**config.mk**
```make
export PLATFORM = sky130hd
export DESIGN_NAME = divider_multicycle
export DESIGN_NICKNAME = d
export VERILOG_FILES = /design/src/rtl/divider_multicycle.sv
export SDC_FILE = /design/constraint.sdc
export NUM_CORES = 1
export LEC_CHECK = 0
export CORE_MARGIN = 2
export CORE_UTILIZATION = 29
export CTS_CLUSTER_DIAMETER = 80
export DETAILED_ROUTE_END_ITERATION = 10
export PLACE_DENSITY = 0.53
export SYNTH_ARGS = -nofsm -noshare
export SYNTH_HDL_FRONTEND = slang
export SYNTH_SLANG_ARGS = --single-unit
```
**constraint.sdc**
```tcl
create_clock -name clk -period 8 [get_ports clk]
set_input_delay 2.4 -clock clk [delete_from_list [all_inputs] [get_ports clk]]
set_output_delay 2.4 -clock clk [all_outputs]
set_load 0.005 [all_outputs]
```
**src/rtl/divider_multicycle.sv**
```systemverilog
// divider_multicycle: iterative restoring divider, one quotient bit per cycle.
// Serves DIV/DIVU/REM/REMU. It produces quotient and remainder together, and
// the ALU selects between them.
// Handshake: valid is sampled only in IDLE. Once valid is accepted, busy stays
// high through RUN and DONE. done pulses for one cycle, with q/r valid in that
// cycle. q/r then hold their value until the next result replaces them.
// Latency: an operation accepted at edge N raises done after edge N+WIDTH+1.
// RUN performs WIDTH iterations. Its last cycle (count==0) applies the result
// signs and registers q/r.
// Optional feature macro: DIV_EARLY_OUT_EN. When defined, a zero divisor or
// |a| < |b| skips the iterations, and done rises after edge N+1. Results are
// identical with or without the macro.
module divider_multicycle #(
    parameter int WIDTH = 64
) (
    input  logic             clk,
    input  logic             reset,
    input  logic             valid,
    input  logic             is_signed,
    input  logic [WIDTH-1:0] a,
    input  logic [WIDTH-1:0] b,
    output logic             busy,
    output logic             done,
    output logic [WIDTH-1:0] q,
    output logic [WIDTH-1:0] r,
    output logic [1:0]       o_dbg_state
);

    localparam int CW = $clog2(WIDTH) + 1;

    typedef enum logic [1:0] {
        S_IDLE = 2'd0,
        S_RUN  = 2'd1,
        S_DONE = 2'd2
    } state_t;

    state_t           r_state;
    logic [CW-1:0]    r_count;
    logic [WIDTH-1:0] r_rem;
    logic [WIDTH-1:0] r_quo;
    logic [WIDTH-1:0] r_div;
    logic [WIDTH-1:0] r_a;
    logic             r_sign_q;
    logic             r_sign_r;
    logic             r_div0;
    logic [WIDTH-1:0] r_q;
    logic [WIDTH-1:0] r_r;
    logic             r_busy;
    logic             r_done;

    logic             w_a_neg;
    logic             w_b_neg;
    logic [WIDTH-1:0] w_a_mag;
    logic [WIDTH-1:0] w_b_mag;
    logic [WIDTH:0]   w_shift;
    logic [WIDTH:0]   w_trial;
    logic [WIDTH-1:0] w_q_fin;
    logic [WIDTH-1:0] w_r_fin;
    logic             w_early;

    // Operand magnitudes at issue time (raw values for unsigned operations)
    always_comb begin
        w_a_neg = is_signed & a[WIDTH-1];
        w_b_neg = is_signed & b[WIDTH-1];
        w_a_mag = w_a_neg ? -a : a;
        w_b_mag = w_b_neg ? -b : b;
    end

    // Early-out decision: skip the iterations when the answer is already known
    always_comb begin
`ifdef DIV_EARLY_OUT_EN
        w_early = (b == '0) || (w_a_mag < w_b_mag);
`else
        w_early = 1'b0;
`endif
    end

    // One restoring step: shift {rem, quo} left and trial-subtract the divisor.
    // Width is WIDTH+1 so that the MSB of the result is the borrow.
    always_comb begin
        w_shift = {r_rem, r_quo[WIDTH-1]};
        w_trial = w_shift - {1'b0, r_div};
    end

    // Final sign fix-up, and RISC-V divide-by-zero results (q all ones, r = a)
    always_comb begin
        w_q_fin = r_div0 ? '1  : (r_sign_q ? -r_quo : r_quo);
        w_r_fin = r_div0 ? r_a : (r_sign_r ? -r_rem : r_rem);
    end

    // Control FSM and datapath registers; reset aborts any operation in flight
    always_ff @(posedge clk or negedge reset) begin
        if (!reset) begin
            r_state  <= S_IDLE;
            r_count  <= '0;
            r_rem    <= '0;
            r_quo    <= '0;
            r_div    <= '0;
            r_a      <= '0;
            r_sign_q <= 1'b0;
            r_sign_r <= 1'b0;
            r_div0   <= 1'b0;
            r_q      <= '0;
            r_r      <= '0;
            r_busy   <= 1'b0;
            r_done   <= 1'b0;
        end else begin
            r_done <= 1'b0;
            case (r_state)
                S_IDLE: begin
                    if (valid) begin
                        r_state  <= S_RUN;
                        r_busy   <= 1'b1;
                        r_div    <= w_b_mag;
                        r_a      <= a;
                        r_div0   <= (b == '0);
                        r_sign_q <= is_signed & (a[WIDTH-1] ^ b[WIDTH-1]);
                        r_sign_r <= is_signed & a[WIDTH-1];
                        if (w_early) begin
                            // Quotient is zero and the remainder is |a|; go straight to fix-up
                            r_count <= '0;
                            r_quo   <= '0;
                            r_rem   <= w_a_mag;
                        end else begin
                            r_count <= CW'(WIDTH);
                            r_quo   <= w_a_mag;
                            r_rem   <= '0;
                        end
                    end
                end
                S_RUN: begin
                    if (r_count != '0) begin
                        if (!w_trial[WIDTH]) begin
                            r_rem <= w_trial[WIDTH-1:0];
                            r_quo <= {r_quo[WIDTH-2:0], 1'b1};
                        end else begin
                            r_rem <= w_shift[WIDTH-1:0];
                            r_quo <= {r_quo[WIDTH-2:0], 1'b0};
                        end
                        r_count <= r_count - CW'(1);
                    end else begin
                        r_q     <= w_q_fin;
                        r_r     <= w_r_fin;
                        r_done  <= 1'b1;
                        r_state <= S_DONE;
                    end
                end
                S_DONE: begin
                    r_state <= S_IDLE;
                    r_busy  <= 1'b0;
                end
                default: begin
                    r_state <= S_IDLE;
                    r_busy  <= 1'b0;
                end
            endcase
        end
    end

    assign busy        = r_busy;
    assign done        = r_done;
    assign q           = r_q;
    assign r           = r_r;
    assign o_dbg_state = r_state;

endmodule

```
==> metrics.md <==
| Metric | Value |
|---|---|
| Status | `finished, final reports clean` |
| Post-detailed-route count of antenna-violating nets | `0` |
| Synthesis Warnings | `0` |
| Vias in the first global route | `21700` |
| Routed vias/inst | `5.07` |
| Total chip power | `0.0141 W` |
| Via count | `22300` |
| TritonCTS clock tree | `yes` |
| Switching Fraction | `45.9%` |
| Seq pwr share | `28.7%` |
| Crit share post-route | `75.3%` |
| First-pass GRT wire length | `136000 um` |
| Post-synth EDFFs | `0` |
| Crit end category | `register` |
| Ranking of synthesized cells by instance count | `513 x nand2_1, 398 x dfrtp_1, 363 x o21ai_0, 234 x a21oi_1, 227 x nor2_1` |
| Type of origin of the critical path | `input port` |
| Avg WL per Cell | `20.0 um` |
| Routed WL | `88400 um` |
| Die ar. | `89000 sq um` |
| Unrepaired setup endpoints after global routing | `no` |
| MaxCap Viol Count | `0` |
| Commonest register cell after synthesis | `dfrtp_1` |
| Max-slew violation count | `0` |
| Post-CTS setup buffer count | `0` |
| Core area | `85500 sq um` |
| Syn_area_per_cell | `8.21 sq um` |
| PortBufs | `263` |
| CTS root buf | `clkbuf_16` |
| Clock share of power | `16.7%` |
| Die W | `298 um` |
| All-Layer GR Usage | `19.5%` |
| # DRC | `0` |
| Fraction of registers with async set/reset | `100%` |
| Sink Count | `398` |
| Combinational power share | `54.6%` |
| Setup Slack @ Placement | `1.27 ns` |
| Arr. time, crit path | `6.48 ns` |
| Layout cells sized above 1 | `4.51%` |
| Util after Layout | `35.7%` |
| Top post-synthesis cells by area | `dfrtp_1 40%, nand2_1 7.7%, o21ai_0 7.2%` |
| Clk slew on worst S/H paths | `0.06 ns` |
| Hold Crit Class | `register to register` |
| Synth Register Bits | `398` |
| Worst-path fanout max | `6` |
| Pre-antenna DRT Iters | `5` |
| First DRT Iteration DRCs | `1597` |
| GP Congestion | `0.938` |
| FP Rows | `107` |
| Sequential fraction of the synthesis area | `39.6%` |
| Critical Path RT | `8.46 ns` |
| Syn Inst Count | `3060` |
| Placed cell count | `4313` |
| VDD IR max | `0.000196 V` |
| Total CTS buffers | `49` |
| Clock Tree Buf Depth | `3` |
| Syn-to-layout area delta | `21.6%` |
| Fin crit period | `6.02 ns` |
| Power per cell area | `461 nW/um^2` |
| Post-cts resize count | `0` |
| Relative slew slack | `22.4%` |
| Switching pwr | `0.00647 W` |
| Skew final | `0.0327 ns` |
| Nets | `3423` |
| Final worst setup slack | `1.98 ns` |
| Initial antenna violation count | `8` |
| Final hold vios | `0` |
| Largest net degree at the start of global routing | `140` |
| Hold buffers post-CTS | `0` |
| Initial Util | `29.4%` |
| Internal | `0.00762 W` |
| Top cell type's share of synthesized area | `39.6%` |
| GR Overflow Total | `0` |
| Crit Path Class | `input port to register` |
| Max H-tree Level | `2` |
| Setup Viol. Count Final | `0` |
| Post-synth net total | `3263` |
| Fmax | `0.166 GHz` |
| Height of the die | `298 um` |
| Final non-filler cell total | `4408` |
| Leakage | `12.8 nW` |
| Count leader, synth | `nand2_1` |
| Area leader, netlist | `dfrtp_1` |
| Io pins | `264` |
| HPWL after DPL | `67700 um` |
| Mapped Area | `25100 sq um` |
| Netlist cell types | `68` |
| Worst skew pair latency | `0.62 ns` |
| Final TNS setup | `0 ns` |
| Worst slew pin tran | `1.16 ns` |
## layer usage
metal / up-vias / track usage, % / share of wire (%)
li1: 11100 / - / -
met1: 10600 / 28.3 / 48
met2: 538 / 29.4 / 43
met3: 109 / 3.24 / 5.1
met4: 4 / 6.54 / 3.3
met5: - / 0 / 0.031
## power groups by stage
stage                     combinational, W  clock, W  sequential, W
after floorplan                    0.00534         0        0.00364
after global placement             0.00765         0        0.00404
after detailed placement           0.00767         0        0.00406
after CTS                          0.00769   0.00243        0.00403
after global routing               0.00859   0.00251        0.00418
final                              0.00769   0.00235        0.00404
## worst max-delay path, cell delays in order
cell and delay [ns]:
clkdlybuf4s50_1 0.46, nor3_1 0.53, nor4bb_1 0.88, nand4_1 0.38, or3_1 0.48, or3_1 0.46
nor2_1 0.27, nand2_1 0.11, o31ai_1 0.26, xor2_1 0.16, o21ai_0 0.08
## area by class of cell
type / instances / area, sq um
Timing Repair Buffer: 291 / 2890
Clock buffer: 69 / 1430
Fill cell: 8947 / 55000
Tap cell: 1144 / 1430
Clock inverter: 21 / 290
Multi-Input combinational cell: 2379 / 14200
Antenna cell: 5 / 12.5
Inverter: 101 / 379
Sequential cell: 398 / 9960
## worst paths after layout
| kind | startpoint | end | slack [ns] | depth (start not counted) |
|---|---|---|---|---|
| max | b[6] | r_div[61] | 1.98 | 11 |
| min | q[2] | q[2] | 0.46 | 2 |
| max reg2reg | r_quo[63] | r_quo[0] | 2.89 | 14 |
| min reg2reg | q[2] | q[2] | 0.46 | 2 |
| max in group asynchronous | reset | q[54] | 4.64 | 2 |
| min in group asynchronous | reset | r_div[12] | 1.85 | 1 |
## logic make-up after synthesis
logic type,synth area share [%]
AND/OR/NAND/NOR,19.3
AO/OA/AOI/OAI,20.4
flip-flops,39.6
XOR/XNOR,10.8
buffers and inverters,4.25
adder cells (fa/ha/maj),3.56
multiplexers,2.04
## stage by stage
stage | instance area, sq um | hold slack [ns]
2_1_floorplan | 25100 | 0.437
3_3_place_gp | 28800 | 0.450
3_5_place_dp | 28800 | 0.455
4_1_cts | 30500 | 0.469
5_1_grt | 30500 | 0.485
6_report | 30500 | 0.464
## layout by cell type (no fill, tap or decap), types with 55 or more instances in the layout
| cell | count |
|---|---|
| nand2_1 | 510 |
| dfrtp_1 | 396 |
| o21ai_0 | 363 |
| clkdlybuf4s50_1 | 262 |
| a21oi_1 | 234 |
| nor2_1 | 224 |
| xor2_1 | 160 |
| xnor2_1 | 151 |
| inv_1 | 100 |
| ha_1 | 70 |
| nand3_1 | 57 |
| o31ai_1 | 55 |
## registers in the layout (all words and copies together), names as in the netlist
signal       count
r_div0           1
busy             1
o_dbg_state      2
r_div           64
r_a             64
done             1
r_sign_r         1
r_sign_q         1
r_quo           64
q               64
r_rem           64
r_count          7
r               64
Note: power is estimated with default switching activity, not from simulation.
